### src/rtl/div_recon_mul.sv
// ---------------------------------------------------------------------------
// div_recon_mul
//
// Sequential shift-add reconstruction multiplier. It rebuilds the dividend of
// a 16/8 array divider as p = q*y + r and flags whether it equals x_ref.
//
// The low APPROX_COLS accumulator columns can optionally be approximated the
// way the dividers approximate their low-order cells. Partial-product bits
// below that column are dropped, and no carry leaves the masked region. The
// final remainder add is always exact.
//
// Parameters
//   APPROX_COLS : 0..4, number of pass-through LSB columns (0 = exact)
//
// Ports
//   clk        : single clock, rising edge
//   rst        : asynchronous, active-high reset
//   in_valid   : operand set valid
//   in_ready   : block can accept operands (IDLE only)
//   q          : 8-bit quotient (multiplier)
//   y          : 8-bit divisor (multiplicand)
//   r          : 8-bit remainder (added exactly)
//   x_ref      : 16-bit original dividend for the comparison
//   out_valid  : result valid, held until out_ready
//   out_ready  : downstream accepts the result
//   p          : 16-bit reconstructed dividend
//   match      : p == x_ref, meaningful while out_valid is high
// ---------------------------------------------------------------------------
module div_recon_mul #(
    parameter int APPROX_COLS = 0
) (
    input  logic        clk,
    input  logic        rst,
    input  logic        in_valid,
    output logic        in_ready,
    input  logic [7:0]  q,
    input  logic [7:0]  y,
    input  logic [7:0]  r,
    input  logic [15:0] x_ref,
    output logic        out_valid,
    input  logic        out_ready,
    output logic [15:0] p,
    output logic        match
);

    typedef enum logic [1:0] {
        IDLE = 2'd0,
        MUL  = 2'd1,
        ADDR = 2'd2,
        DONE = 2'd3
    } state_t;

    // Columns at or above APPROX_COLS take part in the partial-product add.
    localparam logic [15:0] COL_MASK = 16'hFFFF << APPROX_COLS;

    // Column-masked add. The masked operands have zero low bits, so the
    // upper sum cannot receive a carry from the pass-through columns. The
    // pass-through columns keep the accumulator's own bits.
    function automatic logic [15:0] masked_add(input logic [15:0] acc_v,
                                               input logic [15:0] pp_v);
        logic [15:0] hi_sum;
        hi_sum     = (acc_v & COL_MASK) + (pp_v & COL_MASK);
        masked_add = (hi_sum & COL_MASK) | (acc_v & ~COL_MASK);
    endfunction

    state_t      state_r;
    state_t      state_s;

    logic [7:0]  q_r;
    logic [7:0]  y_r;
    logic [7:0]  r_r;
    logic [15:0] x_ref_r;
    logic [15:0] acc_r;
    logic [2:0]  cnt_r;
    logic [15:0] p_r;
    logic        match_r;
    logic        out_valid_r;

    logic [15:0] pp_s;
    logic [15:0] final_sum_s;

    // Partial product for the current multiplier bit and the exact final sum.
    always_comb begin
        pp_s        = 16'h0000;
        final_sum_s = acc_r + {8'h00, r_r};
        if (q_r[cnt_r]) begin
            pp_s = {8'h00, y_r} << cnt_r;
        end else begin
            pp_s = 16'h0000;
        end
    end

    // State register.
    always_ff @(posedge clk or posedge rst) begin
        if (rst) begin
            state_r <= IDLE;
        end else begin
            state_r <= state_s;
        end
    end

    // Next-state decode.
    always_comb begin
        state_s = state_r;
        case (state_r)
            IDLE: begin
                if (in_valid) begin
                    state_s = MUL;
                end else begin
                    state_s = IDLE;
                end
            end
            MUL: begin
                if (cnt_r == 3'd7) begin
                    state_s = ADDR;
                end else begin
                    state_s = MUL;
                end
            end
            ADDR: begin
                state_s = DONE;
            end
            DONE: begin
                if (out_ready) begin
                    state_s = IDLE;
                end else begin
                    state_s = DONE;
                end
            end
            default: begin
                state_s = IDLE;
            end
        endcase
    end

    // Operand capture, accumulation and registered result.
    always_ff @(posedge clk or posedge rst) begin
        if (rst) begin
            q_r         <= 8'h00;
            y_r         <= 8'h00;
            r_r         <= 8'h00;
            x_ref_r     <= 16'h0000;
            acc_r       <= 16'h0000;
            cnt_r       <= 3'd0;
            p_r         <= 16'h0000;
            match_r     <= 1'b0;
            out_valid_r <= 1'b0;
        end else begin
            case (state_r)
                IDLE: begin
                    if (in_valid) begin
                        q_r     <= q;
                        y_r     <= y;
                        r_r     <= r;
                        x_ref_r <= x_ref;
                        acc_r   <= 16'h0000;
                        cnt_r   <= 3'd0;
                    end
                end
                MUL: begin
                    acc_r <= masked_add(acc_r, pp_s);
                    // Wraps back to 0 after the last bit.
                    cnt_r <= cnt_r + 3'd1;
                end
                ADDR: begin
                    acc_r       <= final_sum_s;
                    p_r         <= final_sum_s;
                    match_r     <= (final_sum_s == x_ref_r);
                    out_valid_r <= 1'b1;
                end
                DONE: begin
                    if (out_ready) begin
                        out_valid_r <= 1'b0;
                    end
                end
                default: begin
                    out_valid_r <= 1'b0;
                end
            endcase
        end
    end

    assign in_ready  = (state_r == IDLE);
    assign out_valid = out_valid_r;
    assign p         = p_r;
    assign match     = match_r;

endmodule
### config.mk
export PLATFORM = sky130hd
export DESIGN_NAME = div_recon_mul
export DESIGN_NICKNAME = d
export VERILOG_FILES = /design/src/rtl/div_recon_mul.sv
export SDC_FILE = /design/constraint.sdc
export NUM_CORES = 1
export LEC_CHECK = 0
export BUFFER_PORTS_ARGS = -buffer_cell sky130_fd_sc_hd__buf_2
export CAP_MARGIN = 20
export CORE_ASPECT_RATIO = 2
export CORE_MARGIN = 2
export CORE_UTILIZATION = 64
export DETAILED_ROUTE_END_ITERATION = 10
export PLACE_DENSITY = 0.83
export SLEW_MARGIN = 5
export SYNTH_ARGS = -nofsm -noshare
export SYNTH_HDL_FRONTEND = slang
export SYNTH_SLANG_ARGS = --single-unit
export TNS_END_PERCENT = 20
### constraint.sdc
create_clock -name clk -period 7.8 [get_ports clk]
set_input_delay 0.39 -clock clk [delete_from_list [all_inputs] [get_ports clk]]
set_output_delay 0.39 -clock clk [all_outputs]
set_load 0.02 [all_outputs]
==> results of run 1 <==
-- synth_stat cells (all sizes together), types with 7 or more instances --
library cell,n
a211oi,8
a21o,12
a21oi,40
buf,13
clkbuf,14
dfrtp,79
ha,30
inv,19
mux2,48
mux2i,12
nand2,35
nand2b,7
nand3,19
nor2,49
o21ai,30
xnor2,19
xor2,13
-- routing by layer --
layer / wire length, µm / vias up
met3: 480 / 45
met1: 4660 / 2199
li1: - / 2081
met2: 7530 / 135
met4: 645 / 0
met5: 0 / -
-- flip-flops by register name, indices dropped and copies added (netlist names) --
signal and flops:
acc_r 16, p 16, x_ref_r 16, q_r 8
r_r 8, y_r 8, cnt_r 3, state_r 2
match 1, out_valid 1
-- path summary, 6_finish.rpt --
kind	to	slack, ps	cells after the start	startpoint
worst max-delay path	acc_r[15]	3970	12	cnt_r[0]
worst min-delay path	cnt_r[1]	140	3	rst
worst max register to register	acc_r[15]	3970	12	cnt_r[0]
worst min register to register	p[7]	490	1	p[7]
max in group asynchronous	x_ref_r[1]	7070	4	rst
min in group clk	r_r[4]	280	2	r[4]
-- cell families after synthesis --
group | count (synthesis)
AOI/OAI and AO/OA | 138
buffers and inverters | 47
DFF | 79
muxes | 62
and+or+nand+nor | 152
adders and majority gates | 32
xor gates and xnor gates | 35
-- cell type report --
class	count	area (µm²)	share of cell area [%]
flip-flops and latches	79	1980	32.6
inverters	20	76.3	1.26
clock buffers	10	229	3.77
repair buffers	65	345	5.69
well taps	98	123	2.02
clock inverters	6	93.8	1.55
multi-input cells	419	3220	53.1
-- worst max-delay path, stage by stage (launching register included) --
cell,delay (ps)
dfrtp_1,790
mux4_2,600
nand2_1,140
and2_1,270
nor2_1,80
ha_1,330
a21oi_2,230
o21ai_1,160
a41oi_2,280
o21ai_2,130
a41oi_1,270
nor4b_1,80
or3_1,350
-- power by group through the flow --
stage | Sequential, µW | Clock (µW) | Combinational, µW
detailed placement | 791 | 0 | 1310
CTS | 782 | 459 | 1320
finish | 786 | 459 | 1320
global placement | 776 | 0 | 1260
floorplan | 740 | 0 | 1050
global route | 811 | 477 | 1450
-- through the flow --
stage	setup WS (ps)	power, µW	util [%]	instances
detailed placement	3960	2100	69.5	680
CTS	3970	2560	73.4	696
global placement	4040	2040	69.5	680
floorplan	4480	1790	-	545
global route	3670	2740	73.7	697
finish	3970	2570	73.7	697
==> results.toml, run 1 <==
[placed_design]
gp_congestion = 0.891
port_buffers = 62
post_dp_cell_area_um2 = 5720
dp_hpwl_um = 10100

[cells_and_area]
fin_nets = 670
final_cell_mix = "dfrtp_1 (79), buf_2 (62), mux2_2 (48), nor2_1 (48), a21oi_1 (36)"
drive_above_1_share_pct = 26.5
syn_to_final_growth_pct = 11.9
stdcell_area_um2 = 6070
mostFrequentLayoutCell = "dfrtp_1"
antenna_cells = 0
fillers = 608

[synthesis]
yosysSeqAreaShare_pct = 36.5
synthAdderAreaFrac_pct = 7.66
synth_simple_gate_area_share_pct = 14.0
synthesis.nets = 621
synthTopCellsByArea = "dfrtp_1 (36%), mux2_2 (10%), ha_1 (6.9%)"
synth-compound-area-share_pct = 18.1
ys_ff_latch = 79
syn_inst = 545
synthDominantCellAreaShare_pct = 36.5
synth.distinct_cells = 81
synth_xor_area_share_pct = 6.62
syn_avg_cell_area_um2 = 9.95
yosysWarnings = 0
yosys.area.top_type = "dfrtp_1"
syn_area_um2 = 5420
synthArstFlopShare_pct = 100
synth_top_family_by_area = "compound AO/OA/AOI/OAI gates"
ys.flop_type = "dfrtp_1"
muxShareOfSynthArea_pct = 13.0
synth-edff-count = 0

[cts]
cts_root_buf = "clkbuf_16"
cts_setup_buffers = 0
clkSlewWorstSetupHoldPaths_ps = 60
cts_made_buffers = 9
ctsHoldBuffers = 0
cts-resized-gates = 0
ctsLongestPathBuffers = 2
clkLatencyLatePin_ps = 340
htree_levels = 3
clock_sinks = 79
cts_tree = "yes"

[global_route]
use_met3_pct = 3.98
gr-usage-met1_pct = 31.2
grt_pass1_wl_um = 22000
top_usage_layer = "met2"
grt.met2_usage_pct = 56.7
grt_max_degree = 80
track_usage_pct = 30.0
grt_antenna_before_repair = 0
grt_pass1_vias = 4712
grt_overflow_total = 0

[power]
leakage_uw = 0.00282
ir_drop_v = 0.000292
combinationalPowerShare_pct = 51.5
swShare_pct = 42.9
intPower_uw = 1470
cellPowerDensity_nw_per_um2 = 423
clkPwrFrac_pct = 17.9
power_switching_uw = 1100
sequentialPowerShare_pct = 30.6

[sta]
fin_crit_ps = 3830
setup_viol = 0
tightest_slew_ps = 940
fmax_mhz = 261
slew_headroom_pct = 37.1
slew_violations = 0
whs_ps = 144
fin_crit_sh_pct = 49.2
finalHoldViolCount = 0
finalSetupTns_ps = 0
rsz0062_at_grt = "no"
finClkSkew_ps = 5.64

[detailed_routing]
vias = 4460
wirelength_um = 13300
vias_per_cell = 6.40
first_pass_iters = 5
ant_nets = 0
drc = 0
drtIter0Drc = 334
routedWlPerCell_um = 19.1

[critical_path]
required_ps = 8020
crit_arrival_ps = 4050
crit_fanout = 19
startpoint_type = "flop"
end_kind = "flop"
path_class = "reg2reg"

[die]
dieHeight_um = 134
rows = 47
fp.coreArea_um2 = 8230
io_pins = 63
initial_core_util_pct = 65.9
fp.dieW_um = 69.1
die_area_um2 = 9270

[hold_path]
hp-class = "in2async"

[outcome]
status = "finished, final reports clean"

[job]
cap_violations = 0
No activity file was read; power rests on OpenSTA's default activity.
==> run 2, diff against run 1 <==
--- a/config.mk
+++ b/config.mk
@@ -9,9 +9,9 @@
 export CAP_MARGIN = 20
 export CORE_ASPECT_RATIO = 2
 export CORE_MARGIN = 2
-export CORE_UTILIZATION = 64
+export CORE_UTILIZATION = 59
 export DETAILED_ROUTE_END_ITERATION = 10
-export PLACE_DENSITY = 0.83
+export PLACE_DENSITY = 0.77
 export SLEW_MARGIN = 5
 export SYNTH_ARGS = -nofsm -noshare
 export SYNTH_HDL_FRONTEND = slang
==> constraint.sdc (replaced) <==
create_clock -name clk -period 3.95 [get_ports clk]
set_input_delay 0.1975 -clock clk [delete_from_list [all_inputs] [get_ports clk]]
set_output_delay 0.1975 -clock clk [all_outputs]
set_load 0.02 [all_outputs]
==> run 2 against run 1 <==
- flip-flop and latch count is the same
- register-to-register slack lost 3600 ps
- cell count grew 0.72%
- power grew 96%
- sequential share of layout area is the same
- die area grew 8.1%
- combinational power grew 99%
- core utilization shrank 5.9 points
- clock power grew 92%
- routed wire length grew 0.50%
==> results.toml, run 2 (synthesis results as in run 1) <==
[outcome]
status = "finished, final reports clean"

[power]
clkPwrFrac_pct = 17.5
leakage_uw = 0.00282
power_switching_uw = 2150
sequentialPowerShare_pct = 30.3
cellPowerDensity_nw_per_um2 = 830
swShare_pct = 42.6
ir_drop_v = 0.000484
intPower_uw = 2890
combinationalPowerShare_pct = 52.2

[global_route]
grt_overflow_total = 0
grt_max_degree = 44
grt_antenna_before_repair = 0
grt_pass1_wl_um = 22300
grt_pass1_vias = 4659
track_usage_pct = 28.5

[detailed_routing]
wirelength_um = 13400
ant_nets = 0
vias = 4441
drc = 0
first_pass_iters = 4
routedWlPerCell_um = 19.1
drtIter0Drc = 254
vias_per_cell = 6.33

[sta]
whs_ps = 84.8
fmax_mhz = 281
finalHoldViolCount = 0
finClkSkew_ps = 6.54
slew_violations = 0
finalSetupTns_ps = 0
tightest_slew_ps = 964
slew_headroom_pct = 35.5
setup_viol = 0
rsz0062_at_grt = "no"
fin_crit_ps = 3560
fin_crit_sh_pct = 90.2

[critical_path]
worstSetupStartpoint = "cnt_r[1]"
path_class = "reg2reg"
rr_worst_depth = 12
end_kind = "flop"
r2r_end = "acc_r[15]"
ff2ff_setup_slack_ps = 390
crit_fanout = 16
required_ps = 4170
crit_arrival_ps = 3780
r2r_start = "cnt_r[1]"
startpoint_type = "flop"

[cells_and_area]
mostFrequentLayoutCell = "dfrtp_1"
fin_cells = 702
syn_to_final_growth_pct = 11.9
drive_above_1_share_pct = 26.5
fin_nets = 672
antenna_cells = 0
final_cell_mix = "dfrtp_1 (79), buf_2 (62), mux2_2 (48), nor2_1 (48), a21oi_1 (36)"

[cts]
ctsLongestPathBuffers = 2
cts_tree = "yes"
ctsHoldBuffers = 1
clock_sinks = 79
clkLatencyLatePin_ps = 340
cts-resized-gates = 0
cts_root_buf = "clkbuf_16"
cts_made_buffers = 9
htree_levels = 3
clkSlewWorstSetupHoldPaths_ps = 60
cts_setup_buffers = 0

[die]
initial_core_util_pct = 60.6
die_area_um2 = 10000
io_pins = 63
dieHeight_um = 140
fp.coreArea_um2 = 8950
fp.dieW_um = 71.8
rows = 49

[hold_path]
hp-start = "x_ref[5]"
hold_depth = 2
min_to = "x_ref_r[5]"
hp-class = "in2reg"

[placed_design]
numPlacedInstances = 686
dp_hpwl_um = 10300
gp_congestion = 0.953
port_buffers = 62

[job]
cap_violations = 0
[run 2: changes by cell type in the layout (fill, tap and decap cells not counted), sizes merged]
| cell | before | now |
|---|---|---|
| dlygate4sd3 | 0 | 1 |
| clkinvlp | 3 | 2 |
| clkinv | 2 | 3 |
| buf | 65 | 66 |
| inv | 19 | 18 |
[run 2: cell type report]
type | instances | area [µm²]
multi-input combinational | 419 | 3220
fill | 722 | 2890
sequential | 79 | 1980
timing repair buffer | 67 | 350
clock buffer | 10 | 229
tap | 102 | 128
clock inverter | 5 | 83.8
inverter | 20 | 76.3
[run 2: how the worst max path moves through the flow]
stage                      endpoint  slack, ps  cells after the start
after floorplan           acc_r[15]        630                     14
after global placement    acc_r[15]        470                     12
after detailed placement  acc_r[15]        370                     12
after CTS                 acc_r[15]        380                     12
after global routing      acc_r[15]        110                     12
final                     acc_r[15]        390                     12
[run 2: per-layer routing]
layer	share of wire (%)	wire length, µm	up-vias	track usage [%]
li1	-	-	2098	-
met3	3.3	437	40	3.69
met5	0	0	-	0
met1	36	4810	2192	29.7
met2	56	7530	111	52.9
met4	4.5	600	0	15.3
[run 2: metrics by stage]
stage               total power [µW]  instance area [µm²]  util [%]  setup WS, ps
detailed placement              4150                 5740      64.2           371
global route                    5390                 6070      67.8           111
floorplan                       3530                 5420         -           626
finish                          5040                 6070      67.8           389
global placement                4060                 5740      64.2           466
CTS                             5040                 6070      67.8           382
[run 2: worst max-delay path, stage by stage (launching register included)]
cell,delay (ps)
dfrtp_1,710
mux4_2,390
nand2_1,150
and2_1,270
nor2_1,90
ha_1,330
a21oi_2,230
o21ai_1,150
a41oi_2,290
o21ai_2,140
a41oi_1,270
nor4b_1,70
or3_1,350
[run 2: power groups by stage]
stage | registers [µW] | clock network (µW) | logic (µW)
floorplan | 1460 | 0 | 2060
global placement | 1510 | 0 | 2540
detailed placement | 1540 | 0 | 2610
CTS | 1520 | 895 | 2630
global route | 1580 | 929 | 2880
finish | 1530 | 883 | 2630
